### src/rtl/crc8_pkg.sv
// Shared constants and the reference CRC-8 (poly 0x07) function for the 64-bit encoder.
// Data bit 0 is the MSB and is consumed first.
package crc8_pkg;

  localparam int DATA_W = 64;
  localparam int CRC_W  = 8;
  localparam int CODE_W = 72;

  localparam logic [CRC_W-1:0] CRC8_POLY = 8'h07;
  localparam logic [CRC_W-1:0] CRC8_INIT = 8'h00;

  // Loop is fully unrolled by synthesis into a flat XOR network.
  function automatic logic [CRC_W-1:0] crc8_calc(input logic [0:DATA_W-1] data);
    logic [CRC_W-1:0] crc;
    logic             fb;
    crc = CRC8_INIT;
    for (int i = 0; i < DATA_W; i++) begin
      fb  = crc[CRC_W-1] ^ data[i];
      crc = {crc[CRC_W-2:0], 1'b0} ^ (fb ? CRC8_POLY : '0);
    end
    return crc;
  endfunction

endpackage

### src/rtl/crc8_64_calc.sv
// Combinational CRC-8 over a 64-bit word; no state.
module crc8_64_calc
  import crc8_pkg::*;
(
  input  logic [0:DATA_W-1] i_data,
  output logic [CRC_W-1:0]  o_crc
);

  assign o_crc = crc8_calc(i_data);

endmodule

### src/rtl/crc8_64_encoder.sv
// Systematic CRC-8 encoder: registers {data, crc} in one cycle; o_valid marks fresh words.
// Output register holds its value while enable is low.
module crc8_64_encoder
  import crc8_pkg::*;
(
  input  logic              clk,
  input  logic              reset_n,
  input  logic              enable,
  input  logic [0:DATA_W-1] i_data,
  output logic [0:CODE_W-1] o_code,
  output logic              o_valid
);

  logic [CRC_W-1:0]  crc;
  logic [0:CODE_W-1] code_d, code_q;
  logic              valid_d, valid_q;

  crc8_64_calc u_calc (
    .i_data (i_data),
    .o_crc  (crc)
  );

  always_comb begin
    code_d  = code_q;
    valid_d = 1'b0;
    if (enable) begin
      code_d  = {i_data, crc};
      valid_d = 1'b1;
    end
  end

  always_ff @(posedge clk or negedge reset_n) begin
    if (!reset_n) begin
      code_q  <= '0;
      valid_q <= 1'b0;
    end else begin
      code_q  <= code_d;
      valid_q <= valid_d;
    end
  end

  assign o_code  = code_q;
  assign o_valid = valid_q;

endmodule

### config.mk
export PLATFORM = sky130hd
export DESIGN_NAME = crc8_64_encoder
export DESIGN_NICKNAME = d
export VERILOG_FILES = /design/src/rtl/crc8_pkg.sv /design/src/rtl/crc8_64_calc.sv /design/src/rtl/crc8_64_encoder.sv
export SDC_FILE = /design/constraint.sdc
export NUM_CORES = 1
export LEC_CHECK = 0
export BUFFER_PORTS_ARGS = -buffer_cell sky130_fd_sc_hd__buf_2
export CORE_MARGIN = 8
export CORE_UTILIZATION = 40
export DETAILED_ROUTE_END_ITERATION = 7
export PLACE_DENSITY = 0.67
export SETUP_SLACK_MARGIN = 0.15
export SYNTH_ARGS = -nofsm -noshare
export SYNTH_HDL_FRONTEND = slang
export SYNTH_SLANG_ARGS = --single-unit
### constraint.sdc
create_clock -name clk -period 1 [get_ports clk]
set_clock_uncertainty 0.05 [all_clocks]
set_input_delay 0.1 -clock clk [delete_from_list [all_inputs] [get_ports clk]]
set_output_delay 0.1 -clock clk [all_outputs]
set_load 0.02 [all_outputs]
==> flow_metrics.env, run 1 <==
export IMPL_status="complete, but fails checks"
export IMPL_violations="hold timing, setup timing"
export IMPL_die_w_um=125
export IMPL_final_hold_violation_count=1
export IMPL_setup_violations=81
export IMPL_antenna_diode_count=0
export IMPL_finalCritPeriodShare_pct=314
export IMPL_port_buffers=139
export IMPL_cp_slowest_cell="xnor3_2"
export IMPL_crit_family="XOR/XNOR gates"
export IMPL_cts_tree="done"
export IMPL_period_needed_ps=3140
export IMPL_synth_fp_nets=378
export IMPL_fill_cells=771
export IMPL_timing_final_ws_setup_ps=-2140
export IMPL_core_sq_um=11800
export IMPL_cts_sinks=73
export IMPL_drc_errors=0
export IMPL_num_rows=40
export IMPL_io_pins=140
export IMPL_pre_cts_ws_ps=-2580
export IMPL_fin_tns_setup_ps=-18360
export IMPL_final_cell_mix="buf_6, buf_4, dfrtp_2"
export IMPL_fin_hold_ws_ps=-0.994
export IMPL_antenna_left=0
export IMPL_wl_per_cell_um=19.0
export IMPL_critPathLaunchType="input pin"
export IMPL_cp_num_buf_inv=3
export IMPL_syn_inst=311
export IMPL_fmax_mhz=319
export IMPL_worstMarginPinSlew_ps=546
export IMPL_clk_pin_slew_ps=50
export IMPL_die_h_um=125
export IMPL_cpMostUsedCell="xnor3_2"
export IMPL_antenna_found_initial=0
export IMPL_cp_cell_sequence="buf_12 > xnor3_2 > buf_4 > xnor2_4 > xnor3_2 > xnor2_4 > xnor3_2 > xor2_2 > xnor3_1 > xnor3_1 > buf_6 > xnor2_2 > mux2_4"
export IMPL_gp_congestion=0.819
export IMPL_grt_ovfl_total=0
export IMPL_ys_seq_elements=73
export IMPL_synthDistinctLibCells=16
export IMPL_drt_wl_total_mm=14.5
export IMPL_hold_path_class="input pin to flip-flop"
export IMPL_htree_levels=3
export IMPL_vias=3557
export IMPL_nets=681
export IMPL_cts_root_buf="clkbuf_16"
export IMPL_yosysWarningCount=0
export IMPL_slew_violations=0
export IMPL_dieArea_sq_um=15700
export IMPL_critPathMaxFanout=4
export IMPL_drtIter0Drc=133
export IMPL_grt_total_usage_pct=17.9
export IMPL_slew_headroom_pct=63.3
export IMPL_clk_path_buf_depth=2
export IMPL_first_pass_iters=4
export IMPL_placed_cells=664
export IMPL_layout_commonest_cell="buf_6"
export IMPL_insertion_delay_ps=340
export IMPL_grt_pass1_vias=4021
export IMPL_ff2ff_setup_slack_ps=30
export IMPL_grt_pass1_wl_mm=21.8
export IMPL_initial_core_util_pct=40.4
export IMPL_syn_avg_cell_area_sq_um=15.4
export IMPL_grt_setup_unrepaired="true"
export IMPL_crit_arrival_ps=3310
export IMPL_numCtsBuffers=9
export IMPL_netlist_area_sq_um=4780
export IMPL_final_cells=764
export IMPL_slowest_delay_ps=460
export IMPL_layout_drive_gt1_share_pct=78.4
export IMPL_endpoint_kind="flip-flop"
export IMPL_ys_seq_area_share_pct=38.2
export IMPL_crit_required_ps=1180
export IMPL_critical_path_class="input pin to flip-flop"
export IMPL_hpwlAfterDp_mm=9.63
export IMPL_syn2layout_area_growth_pct=81.7
export IMPL_grt_start_max_net_pins=74
export IMPL_maxCapViolations=0
export IMPL_vias_per_cell=4.66
==> synth_stat cells (all sizes together) <==
| master | n | area (sq um) |
|---|---|---|
| xnor2 | 83 | 858 |
| dfrtp | 73 | 1830 |
| mux2 | 70 | 792 |
| xnor3 | 38 | 861 |
| xor2 | 25 | 226 |
| clkbuf | 8 | 30.0 |
| xor3 | 6 | 144 |
| buf | 4 | 20.0 |
| a21oi | 2 | 10.0 |
| nor2 | 2 | 7.51 |
==> flip-flops by register name, summed over array words and instances (netlist names) <==
signal and cells:
o_code 72, o_valid 1
==> metal layers <==
metal / track usage [%] / routed length [um] / vias up
li1: - / - / 1658
met2: 32.1 / 7950 / 95
met4: 5.95 / 261 / 0
met1: 19.7 / 5520 / 1784
met3: 5.78 / 782 / 20
met5: 0 / 0 / -
==> cells by family after synthesis <==
kind of cell / synth area share [%]
xor gates and xnor gates: 43.8
DFF: 38.2
muxes: 16.6
buffers and inverters: 1.05
AOI/OAI and AO/OA: 0.210
and+or+nand+nor: 0.157
==> layout make-up <==
class                   count  area, sq um  share of cell area [%]
repair buffers            304         2780                    32.0
well taps                 147          184                    2.12
clock buffers              14          264                    3.04
flip-flops and latches     73         1910                    22.0
multi-input cells         226         3540                    40.8
==> final timing paths <==
check	from	end	cells past startpoint
setup reg to reg	o_code[44]	o_code[44]	2
setup / recovery	i_data[1]	o_code[67]	13
hold reg to reg	o_code[0]	o_code[0]	1
max in group asynchronous	reset_n	o_code[63]	3
min in group asynchronous	reset_n	o_code[29]	3
hold / removal	i_data[58]	o_code[58]	2
==> worst reg2reg max path, cell delays in order (launching register included) <==
cell and delay (ps):
dfrtp_2 420, buf_6 120, mux2_4 260
==> what timing repair did <==
action / 4_1_cts / 5_1_grt
pin swaps: 12 / 33
resized for setup: 189 / 106
hold buffers: 39 / 2
setup endpoints to repair: 82 / 128
setup buffers: 20 / 25
endpoints found under the hold margin: 116 / 5
==> metrics by stage <==
step | area [sq um] | util (%) | hold slack, ps
after global routing | 8680 | 73.5 | -6.33
after CTS | 7950 | 67.3 | -19.7
after floorplan | 5150 | - | -246
final | 8680 | 73.5 | -0.994
after global placement | 6460 | 54.7 | 93.5
after detailed placement | 6460 | 54.7 | 94.3
Power of run 1 is not shown: default switching activity piles up to over one toggle a cycle in this logic, so the estimate is an artifact.
==> run 2: changes to the inputs <==
==> constraint.sdc (replaced) <==
create_clock -name clk -period 3.8 [get_ports clk]
set_clock_uncertainty 0.05 [all_clocks]
set_input_delay 0.38 -clock clk [delete_from_list [all_inputs] [get_ports clk]]
set_output_delay 0.38 -clock clk [all_outputs]
set_load 0.02 [all_outputs]
==> run 2 against run 1 <==
- the flow now finishes without violations
- hold slack improved by 130 ps
- final area fell by 28%
- via count shrank 16%
- critical path depth did not move
- die area stayed put
- critical endpoint unchanged
==> flow_metrics.env, run 2 (same netlist as run 1, synthesis figures left out) <==
export IMPL_grt_pass1_wl_mm=18.8
export IMPL_wl_per_cell_um=18.1
export IMPL_die_h_um=125
export IMPL_htree_levels=3
export IMPL_cp_slowest_cell="xnor3_2"
export IMPL_port_buffers=139
export IMPL_cts_root_buf="clkbuf_16"
export IMPL_initial_core_util_pct=40.4
export IMPL_grt_setup_unrepaired="true"
export IMPL_final_cells=635
export IMPL_critical_path_class="input pin to flip-flop"
export IMPL_status="complete, no violations"
export IMPL_critPathMaxFanout=5
export IMPL_insertion_delay_ps=330
export IMPL_core_sq_um=11800
export IMPL_drc_errors=0
export IMPL_fmax_mhz=280
export IMPL_nets=552
export IMPL_die_w_um=125
export IMPL_slew_headroom_pct=38.5
export IMPL_hold_path_class="input pin to async pin"
export IMPL_fill_cells=1041
export IMPL_antenna_diode_count=0
export IMPL_numCtsBuffers=9
export IMPL_grt_ovfl_total=0
export IMPL_vias=2975
export IMPL_vias_per_cell=4.69
export IMPL_grt_total_usage_pct=15.4
export IMPL_period_needed_ps=3570
export IMPL_slowest_delay_ps=420
export IMPL_largest_register_ffs=72
export IMPL_endpoint_kind="flip-flop"
export IMPL_first_pass_iters=5
export IMPL_placed_cells=614
export IMPL_dieArea_sq_um=15700
export IMPL_cts_sinks=73
export IMPL_cts_tree="done"
export IMPL_setup_violations=0
export IMPL_layout_drive_gt1_share_pct=59.0
export IMPL_antenna_found_initial=0
export IMPL_timing_final_ws_setup_ps=227
export IMPL_final_hold_violation_count=0
export IMPL_clk_pin_slew_ps=50
export IMPL_antenna_left=0
export IMPL_crit_arrival_ps=3740
export IMPL_clk_path_buf_depth=2
export IMPL_hpwlAfterDp_mm=9.12
export IMPL_slew_violations=0
export IMPL_final_cell_mix="buf_2, dfrtp_1, mux2_2"
export IMPL_io_pins=140
export IMPL_grt_start_max_net_pins=76
export IMPL_critPathLaunchType="input pin"
export IMPL_pre_cts_ws_ps=-109
export IMPL_gp_congestion=0.808
export IMPL_grt_pass1_vias=3462
export IMPL_num_rows=40
export IMPL_syn2layout_area_growth_pct=30.0
export IMPL_drtIter0Drc=92
export IMPL_cp_cell_sequence="buf_2 > xnor3_2 > xor2_2 > xnor3_2 > xnor2_4 > buf_4 > xnor3_1 > xor2_2 > xnor3_1 > xnor3_1 > buf_4 > xnor2_1 > mux2_2"
export IMPL_finalCritPeriodShare_pct=94.0
export IMPL_worstMarginPinSlew_ps=923
export IMPL_crit_required_ps=3970
export IMPL_layout_commonest_cell="buf_2"
export IMPL_drt_wl_total_mm=11.5
export IMPL_maxCapViolations=0
export IMPL_cpMostUsedCell="xnor3_1"
[run 2: area by class of cell]
class,count,area (sq um),area share (%)
clock buffers,14,264,4.25
well taps,147,184,2.96
repair buffers,175,973,15.7
flip-flops and latches,73,1830,29.4
multi-input cells,226,2960,47.7
[run 2: metrics by stage]
stage                     hold slack [ps]  util (%)  setup TNS [ps]  cell area [sq um]
after CTS                             170      51.7               0               6110
final                                 125      52.6               0               6210
after detailed placement              441      49.5            -270               5850
after global placement                434      49.5           -50.2               5850
after global routing                  215      52.6               0               6210
after floorplan                      34.4         -               0               4790
[run 2: timing repair]
item	CTS	global route
setup buffers	0	7
hold buffers	0	0
gates resized for setup	0	10
endpoints found under the setup margin	0	2
[run 2: path summary, 6_finish.rpt]
kind	start	endpoint	slack (ps)	depth (start not counted)
max	i_data[11]	o_code[67]	230	13
min	reset_n	o_code[27]	120	1
max reg2reg	o_code[30]	o_code[30]	2980	1
min in group clk	i_data[47]	o_code[47]	250	2
min reg2reg	o_code[14]	o_code[14]	450	1
max in group asynchronous	reset_n	o_code[70]	2960	1
[run 2: routing by layer]
metal	vias up	wire [um]	GRT usage (%)
met5	-	0	0
met1	1468	4890	17.8
met3	10	949	7.10
met2	96	5530	25.3
li1	1401	-	-
met4	0	122	4.30
[run 2: critical path: cells and delay by family]
| kind | cells | cell delay [ps] |
|---|---|---|
| multiplexers | 1 | 270 |
| XOR/XNOR | 9 | 2590 |
| buffers and inverters | 3 | 500 |
Power of run 2 is left out for the same reason.
